<file path="src/rtl/load_store_unit.sv">
// MEM-stage load/store unit: aligns EX/MEM accesses onto a ready/valid
// data-memory port, stalls until completion and extends load results.
module load_store_unit #(
   parameter int unsigned TIMEOUT = 255
) (
   input  logic        clk,
   input  logic        reset,
   input  logic        req_valid,
   input  logic        req_we,
   input  logic [2:0]  req_funct3,
   input  logic [31:0] req_addr,
   input  logic [31:0] req_wdata,
   output logic        stall,
   output logic        resp_valid,
   output logic [31:0] rdata,
   output logic        fault,
   output logic [1:0]  fault_cause,
   output logic        mem_req,
   output logic        mem_we,
   output logic [31:0] mem_addr,
   output logic [3:0]  mem_be,
   output logic [31:0] mem_wdata,
   input  logic        mem_ready,
   input  logic [31:0] mem_rdata
);

   typedef enum logic [1:0] {IDLE, BUSY, DONE} state_t;

   localparam logic [7:0] TLAST = 8'(TIMEOUT - 1);

   state_t      state;
   logic [7:0]  cnt;
   logic [2:0]  f3_q;
   logic [1:0]  off_q;
   logic [31:0] rdata_q;
   logic        fault_q;
   logic [1:0]  cause_q;

   logic [1:0]  off;
   logic        act;
   logic        illegal;
   logic        misal;
   logic        start;
   logic        flt_now;
   logic [3:0]  be_n;
   logic [31:0] wd_n;
   logic [31:0] sh;
   logic [31:0] ext;

   // Outputs are forced quiet while reset is held, even with req_valid up.
   assign act = req_valid & reset;
   assign off = req_addr[1:0];

   always_comb begin
      illegal = 1'b0;
      if (req_we)
         illegal = (req_funct3 > 3'd2);
      else
         illegal = (req_funct3 == 3'b011) | (req_funct3[2:1] == 2'b11);
      misal = 1'b0;
      case (req_funct3[1:0])
         2'b01:   misal = off[0];
         2'b10:   misal = (off != 2'b00);
         default: misal = 1'b0;
      endcase
   end

   always_comb begin
      be_n = 4'b1111;
      wd_n = req_wdata;
      if (req_we) begin
         case (req_funct3[1:0])
            2'b00: begin
               be_n = 4'b0001 << off;
               wd_n = {4{req_wdata[7:0]}};
            end
            2'b01: begin
               be_n = 4'b0011 << off;
               wd_n = {2{req_wdata[15:0]}};
            end
            default: ;
         endcase
      end
   end

   assign start   = (state == IDLE) & act & ~illegal & ~misal;
   assign flt_now = (state == IDLE) & act & (illegal | misal);

   always_comb begin
      sh  = mem_rdata >> {off_q, 3'b000};
      ext = sh;
      case (f3_q)
         3'b000:  ext = {{24{sh[7]}}, sh[7:0]};
         3'b001:  ext = {{16{sh[15]}}, sh[15:0]};
         3'b100:  ext = {24'b0, sh[7:0]};
         3'b101:  ext = {16'b0, sh[15:0]};
         default: ext = sh;
      endcase
   end

   always_ff @(posedge clk or negedge reset) begin
      if (!reset) begin
         state     <= IDLE;
         cnt       <= '0;
         f3_q      <= '0;
         off_q     <= '0;
         rdata_q   <= '0;
         fault_q   <= 1'b0;
         cause_q   <= '0;
         mem_req   <= 1'b0;
         mem_we    <= 1'b0;
         mem_addr  <= '0;
         mem_be    <= '0;
         mem_wdata <= '0;
      end else begin
         case (state)
            IDLE: begin
               if (start) begin
                  state     <= BUSY;
                  cnt       <= '0;
                  f3_q      <= req_funct3;
                  off_q     <= off;
                  mem_req   <= 1'b1;
                  mem_we    <= req_we;
                  mem_addr  <= {req_addr[31:2], 2'b00};
                  mem_be    <= be_n;
                  mem_wdata <= wd_n;
               end
            end
            BUSY: begin
               // A ready arriving on the last allowed cycle still wins.
               if (mem_ready) begin
                  state   <= DONE;
                  mem_req <= 1'b0;
                  mem_we  <= 1'b0;
                  rdata_q <= mem_we ? 32'h0 : ext;
                  fault_q <= 1'b0;
                  cause_q <= 2'd0;
               end else if (cnt == TLAST) begin
                  state   <= DONE;
                  mem_req <= 1'b0;
                  mem_we  <= 1'b0;
                  rdata_q <= '0;
                  fault_q <= 1'b1;
                  cause_q <= 2'd3;
               end else begin
                  cnt <= cnt + 8'd1;
               end
            end
            DONE: begin
               state   <= IDLE;
               rdata_q <= '0;
               fault_q <= 1'b0;
               cause_q <= 2'd0;
            end
            default: state <= IDLE;
         endcase
      end
   end

   assign stall      = start | (state == BUSY);
   assign resp_valid = (state == DONE) | flt_now;
   assign rdata      = (state == DONE) ? rdata_q : 32'h0;
   assign fault      = (state == DONE) ? fault_q : flt_now;

   always_comb begin
      fault_cause = 2'd0;
      if (state == DONE)
         fault_cause = cause_q;
      else if (flt_now)
         fault_cause = illegal ? 2'd2 : 2'd1;
   end

endmodule

</file>
<file path="config.mk">
export PLATFORM = sky130hd
export DESIGN_NAME = load_store_unit
export DESIGN_NICKNAME = d
export VERILOG_FILES = /design/src/rtl/load_store_unit.sv
export SDC_FILE = /design/constraint.sdc
export NUM_CORES = 1
export LEC_CHECK = 0
export CORE_AREA = 2 2 114 116
export CTS_BUF_LIST = sky130_fd_sc_hd__clkbuf_16
export CTS_CLUSTER_SIZE = 16
export DETAILED_ROUTE_END_ITERATION = 6
export DIE_AREA = 0 0 116 118
export GPL_TIMING_DRIVEN = 0
export PLACE_DENSITY = 0.85
export SLEW_MARGIN = 40
export SYNTH_ARGS = -nofsm -noshare
export SYNTH_HDL_FRONTEND = slang
export SYNTH_SLANG_ARGS = --single-unit
</file>
<file path="constraint.sdc">
create_clock -name clk -period 3.9 [get_ports clk]
set_input_delay 0.78 -clock clk [delete_from_list [all_inputs] [get_ports clk]]
set_output_delay 0.78 -clock clk [all_outputs]
set_load 0.02 [all_outputs]
</file>
==> metrics.csv, run 1 <==
stage,metric,value,unit
setup_path,worstPathCellList,"clkdlybuf4s50_1, inv_1, ha_1, nor2b_1, o21ai_2, nand3_1, o21ai_0, clkdlybuf4s50_1",
logic_synthesis,synth.distinct_cells,60,
run,max_cap_viol_count,0,
finish,num-nets-final,864,
timing,setup_tns,0,ps
setup_path,cp-end-kind,output pin,
route,dr.first_iter.drc_count,428,
power,ir_drop,0.435,mV
logic_synthesis,ys_seq_area_share,48.5,%
floorplan,core-area,0.0124,mm²
clock_tree,cts_made_buffers,17,
floorplan,die_y,118,µm
clock_tree,htree_levels,4,
timing,setup_viol,0,
setup_path,reg2reg_slack,1780,ps
timing,rsz0062_at_grt,false,
power,finalPower,5.17,mW
finish,layout.cells.most_common,clkdlybuf4s50_1,
timing,finalHoldViolCount,0,
logic_synthesis,yosysTopAreaCell,dfrtp_1,
placement,pre_cts_ws,-302,ps
timing,max_slew.worst_pin.slew,527,ps
floorplan,initial_utilization,48.2,%
setup_path,crit_slowest_cell,clkdlybuf4s50_1,
floorplan,rows,41,
logic_synthesis,synth_edf_count,0,
logic_synthesis,synth_area,0.00599,mm²
setup_path,required,3120,ps
logic_synthesis,synth-warning-count,0,
route,remaining_drc_errors,0,
setup_path,critical_path.max_fanout,5,
run_status,status,completed,
global_routing,gr-total-overflow,0,
timing,relSlewSlack,64.9,%
timing,slew_violations,0,
setup_path,startpoint_type,input pin,
finish,final_util,71.8,%
global_routing,grt_max_degree,68,
logic_synthesis,ys_async_sr_fraction,100,%
clock_tree,cts.clk_slew.worst_paths,50,ps
global_routing,grt_pass1_wl,29200,µm
clock_tree,cts_root_buffer,clkbuf_16,
setup_path,cpMostUsedCell,clkdlybuf4s50_1,
clock_tree,clk_latency,410,ps
setup_path,cp_top_family,buffers and inverters,
worst_hold_path,hold_path.class,in -> async,
logic_synthesis,syn_avg_cell_area,11.4,µm²
timing,skew,6.23,ps
clock_tree,clock_path_buffers,2,
route,dr.pass1.iters,5,
placement,dpl_cell_area,0.00832,mm²
floorplan,ios,211,
floorplan,die_x,116,µm
route,viasPerCell,5.57,
global_routing,grt_pass1_vias,5549,
placement,gp_congestion,0.920,
timing,min_period,3760,ps
timing,fin_crit_sh,96.4,%
logic_synthesis,netlist_top_cells_area,"dfrtp_1 48%, mux2_2 8.8%, mux2i_1 6.2%",
logic_synthesis,synth.top_cell.area_share,48.5,%
finish,antenna_cells,0,
global_routing,antenna_found_initial,0,
route,wire_per_inst,19.7,µm
finish,area_growth,48.9,%
logic_synthesis,synthCells,524,
clock_tree,cts.sinks,116,
placement,post-dp-hpwl,13500,µm
setup_path,path_buf_inv,3,
power,p_per_area,580,mW/mm²
setup_path,cpPeakStageDelay,680,ps
global_routing,grt_use_total,27.7,%
route,vias,5227,
setup_path,worstPathArrival,2980,ps
power,p_leak,3.86,nW
route,wl,18500,µm
placement,place.port_buffers,208,
timing,setup_slack,140,ps
finish,layout_common_cells,"204 x clkdlybuf4s50_1, 116 x dfrtp_1, 47 x mux2_2",
route,drtAntennaViolNets,0,
clock_tree,cts_tree,done,
setup_path,crit_type,in -> out,
logic_synthesis,synth-main-ff-cell,dfrtp_1,
logic_synthesis,ys_ff_latch,116,
finish,finish.instance_area,0.00891,mm²
floorplan,die_area,0.0137,mm²
timing,fmax,0.266,GHz
finish,drive_above_1_share,15.8,%
cell type report:
| type | count | area (µm²) |
|---|---|---|
| fill | 881 | 3500 |
| clock buffer | 17 | 425 |
| sequential | 116 | 2900 |
| multi-input combinational | 347 | 2770 |
| buffer | 37 | 226 |
| inverter | 25 | 93.8 |
| tap | 172 | 215 |
| clock inverter | 15 | 158 |
| timing repair buffer | 210 | 2120 |
metrics by stage:
stage | std cells | hold WS (ps)
6_report | 939 | 278
5_1_grt | 939 | 305
4_1_cts | 939 | 284
3_5_place_dp | 906 | 468
3_3_place_gp | 905 | 461
2_1_floorplan | 525 | 448
cells by family after synthesis:
group           after synthesis  share of synthesized area [%]
other cells                   1                         0.0626
xor+xnor                      2                          0.293
simple gates                113                           11.1
buf+inv                      62                           5.31
compound gates              116                           13.8
mux                         108                           19.7
flops                       116                           48.5
fa+ha+maj                     6                           1.25
metal layers:
layer  share of wire, %  wire [µm]  track usage (%)
met2                 49       9030             46.7
met4                2.4        446             8.93
met3                 10       1870             9.89
met1                 39       7110             32.6
met5                  0          0                0
path summary, 6_finish.rpt:
path | cells past startpoint | end | from
min reg2reg | 1 | mem_addr[16]$_DFFE_PN0P_ | mem_addr[16]$_DFFE_PN0P_
min in group clk | 1 | mem_addr[16]$_DFFE_PN0P_ | mem_addr[16]$_DFFE_PN0P_
max | 8 | fault_cause[0] | req_funct3[0]
max reg2reg | 8 | rdata_q[5]$_DFFE_PN0P_ | cnt[0]$_DFFE_PN0P_
min | 1 | rdata_q[10]$_DFFE_PN0P_ | reset
max in group asynchronous | 2 | mem_wdata[14]$_DFFE_PN0P_ | reset
worst register-to-register path: cells and delay by family (launching register included):
family	cells	cell delay [ps]
adder cells (fa/ha/maj)	1	210
AO/OA/AOI/OAI	2	480
multiplexers	1	350
AND/OR/NAND/NOR	1	160
flip-flops	1	400
buffers and inverters	3	410
cell usage after synthesis (6+ instances only):
cell type,count
a211o_1,8
buf_2,14
inv_1,24
buf_4,6
o2bb2ai_1,9
nor2b_1,9
nand3b_1,8
ha_1,6
mux2i_1,37
dfrtp_1,116
a221o_1,8
a21oi_1,30
a211oi_1,14
mux2_1,23
mux2_2,47
clkbuf_1,12
nor2_1,23
nand3_1,6
a22oi_1,8
nand2_1,11
and2_1,32
o21ai_0,18
registers in the layout, summed over array words and instances (netlist names):
| name | flops |
|---|---|
| mem_be | 4 |
| mem_addr | 30 |
| mem_wdata | 32 |
| state | 2 |
| off_q | 2 |
| mem_we | 1 |
| cause_q | 1 |
| mem_req | 1 |
| rdata_q | 32 |
| f3_q | 3 |
| cnt | 8 |
timing repair:
action	CTS	global route
pin swaps	1	0
hold buffers	0	0
gates resized for setup	3	1
buffers inserted	1	0
setup endpoints to repair	2	1
power breakdown:
part,leakage [nW],total (mW),switching (mW),internal (mW)
logic,2.14,1.84,0.917,0.923
clock network,0.278,1.53,0.589,0.944
registers,1.44,1.80,0.218,1.58
(Power assumes the default switching activity.)
==> inputs of run 2 (changes only) <==
Settings changed: CELL_PAD_IN_SITES_DETAIL_PLACEMENT from default to 0, CELL_PAD_IN_SITES_GLOBAL_PLACEMENT from default to 1, CORE_AREA 2 2 114 116 to 2 2 129 131, DIE_AREA 0 0 116 118 to 0 0 131 133, PLACE_DENSITY 0.85 to default, PLACE_DENSITY_LB_ADDON from default to 0.1.
==> metrics.csv, run 2 (synthesis results as in run 1) <==
stage,metric,value,unit,change
global_routing,grt_use_total,20.5,%,was 27.7%
clock_tree,cts_setup_buffers,0,,was 1
placement,post-dp-hpwl,13100,µm,was 13500 µm
global_routing,grt_max_degree,68,,unchanged
run,max_cap_viol_count,0,,unchanged
finish,layout.cells.most_common,clkdlybuf4s50_1,,unchanged
placement,place.port_buffers,208,,unchanged
timing,min_period,3730,ps,was 3760 ps
finish,num-nets-final,863,,was 864
setup_path,cp-end-kind,output pin,,unchanged
timing,skew,8.91,ps,was 6.23 ps
timing,rsz0062_at_grt,false,,unchanged
setup_path,startpoint_type,input pin,,unchanged
timing,finalHoldViolCount,0,,unchanged
route,dr.first_iter.drc_count,213,,was 428
clock_tree,cts.sinks,116,,unchanged
floorplan,die_area,0.0174,mm²,was 0.0137 mm²
floorplan,die_y,133,µm,was 118 µm
timing,fin_crit_sh,95.7,%,was 96.4%
timing,slew_violations,0,,unchanged
timing,setup_slack,168,ps,was 140 ps
floorplan,core-area,0.0162,mm²,was 0.0124 mm²
setup_path,required,3120,ps,about the same
worst_hold_path,hold_path.class,in -> async,,unchanged
global_routing,grt_pass1_vias,5296,,was 5549
run_status,status,completed,,unchanged
power,ir_drop,0.326,mV,was 0.435 mV
floorplan,die_x,131,µm,was 116 µm
clock_tree,cts_root_buffer,clkbuf_16,,unchanged
finish,antenna_cells,0,,unchanged
route,drtAntennaViolNets,0,,unchanged
finish,finish.instance_area,0.00894,mm²,was 0.00891 mm²
finish,layout_common_cells,"203 x clkdlybuf4s50_1, 116 x dfrtp_1, 47 x mux2_2",,"was 204 x clkdlybuf4s50_1, 116 x dfrtp_1, 47 x mux2_2"
placement,dpl_cell_area,0.00838,mm²,was 0.00832 mm²
setup_path,crit_type,in -> out,,unchanged
power,p_leak,3.85,nW,was 3.86 nW
timing,fmax,0.268,GHz,was 0.266 GHz
floorplan,rows,47,,was 41
clock_tree,cts.clk_slew.worst_paths,50,ps,about the same
floorplan,ios,211,,unchanged
power,p_per_area,570,mW/mm²,was 580 mW/mm²
global_routing,antenna_found_initial,0,,unchanged
global_routing,grt_pass1_wl,27400,µm,was 29200 µm
finish,area_growth,49.2,%,was 48.9%
clock_tree,htree_levels,4,,unchanged
clock_tree,clock_path_buffers,2,,unchanged
route,viasPerCell,5.08,,was 5.57
clock_tree,holdBufCountCts,0,,unchanged
finish,top_regs,"mem_wdata (32), rdata_q (32), mem_addr (30)",,unchanged
setup_path,worstPathArrival,2950,ps,was 2980 ps
clock_tree,cts_made_buffers,17,,unchanged
timing,setup_tns,0,ps,unchanged
clock_tree,cts_tree,done,,unchanged
route,remaining_drc_errors,0,,unchanged
placement,gp_congestion,0.845,,was 0.920
route,wire_per_inst,17.6,µm,was 19.7 µm
clock_tree,clk_latency,410,ps,about the same
route,wl,17200,µm,was 18500 µm
floorplan,initial_utilization,37.0,%,was 48.2%
placement,pre_cts_ws,-332,ps,was -302 ps
global_routing,gr-total-overflow,0,,unchanged
setup_path,critical_path.max_fanout,10,,was 5
finish,drive_above_1_share,14.6,%,was 15.8%
timing,setup_viol,0,,unchanged
route,dr.pass1.iters,4,,was 5
route,vias,4990,,was 5227
==> run 2: final timing paths <==
check	startpoint	end	slack [ps]	depth (start not counted)
min in group clk	rdata_q[19]$_DFFE_PN0P_	rdata_q[19]$_DFFE_PN0P_	480	1
worst min-delay path	reset	mem_addr[14]$_DFFE_PN0P_	280	1
worst min register to register	rdata_q[19]$_DFFE_PN0P_	rdata_q[19]$_DFFE_PN0P_	480	1
max in group asynchronous	reset	f3_q[2]$_DFFE_PN0P_	2950	2
worst max-delay path	req_funct3[0]	stall	170	9
worst max register to register	cnt[0]$_DFFE_PN0P_	rdata_q[4]$_DFFE_PN0P_	1780	8
==> run 2: power breakdown <==
group	internal [mW]	leakage [nW]	switching, mW
combinational	0.923	2.14	0.891
clock	0.970	0.271	0.515
sequential	1.58	1.44	0.207
total	3.48	3.85	1.61
==> run 2: metrics by stage <==
step                      total power [mW]  hold WS, ps  utilization (%)  cells
after floorplan                       2.76          448                -    525
after global placement                3.59          464             51.6    953
after detailed placement              3.64          473             51.8    954
after CTS                             5.15          286             55.2    982
after global routing                  5.37          301             55.3    982
final                                 5.09          283             55.3    982
==> run 2: timing repair <==
action                                  4_1_cts  5_1_grt
gates resized for setup                       4        4
pin swaps                                     0        1
endpoints found under the setup margin        2        2
==> run 2: worst max-delay path, stage by stage <==
cell and delay (ps):
clkdlybuf4s50_1 540, inv_1 80, ha_1 340, o211a_1 170, a31oi_4 220, nand4_4 210
buf_4 250, nand2_1 60, clkdlybuf4s15_2 280
==> run 2: area by class of cell <==
| class | count | area (µm²) |
|---|---|---|
| fill | 1444 | 7240 |
| sequential | 116 | 2900 |
| multi-input combinational | 347 | 2770 |
| timing repair buffer | 209 | 2120 |
| clock buffer | 17 | 425 |
| tap | 220 | 275 |
| buffer | 37 | 226 |
| clock inverter | 11 | 121 |
| inverter | 25 | 93.8 |
==> run 2: layer usage <==
metal / wire (µm) / GRT usage [%] / vias up
met5: 0 / 0 / -
met4: 237 / 6.26 / 0
li1: - / - / 2350
met2: 8490 / 34.0 / 173
met1: 7110 / 24.8 / 2452
met3: 1400 / 7.32 / 15
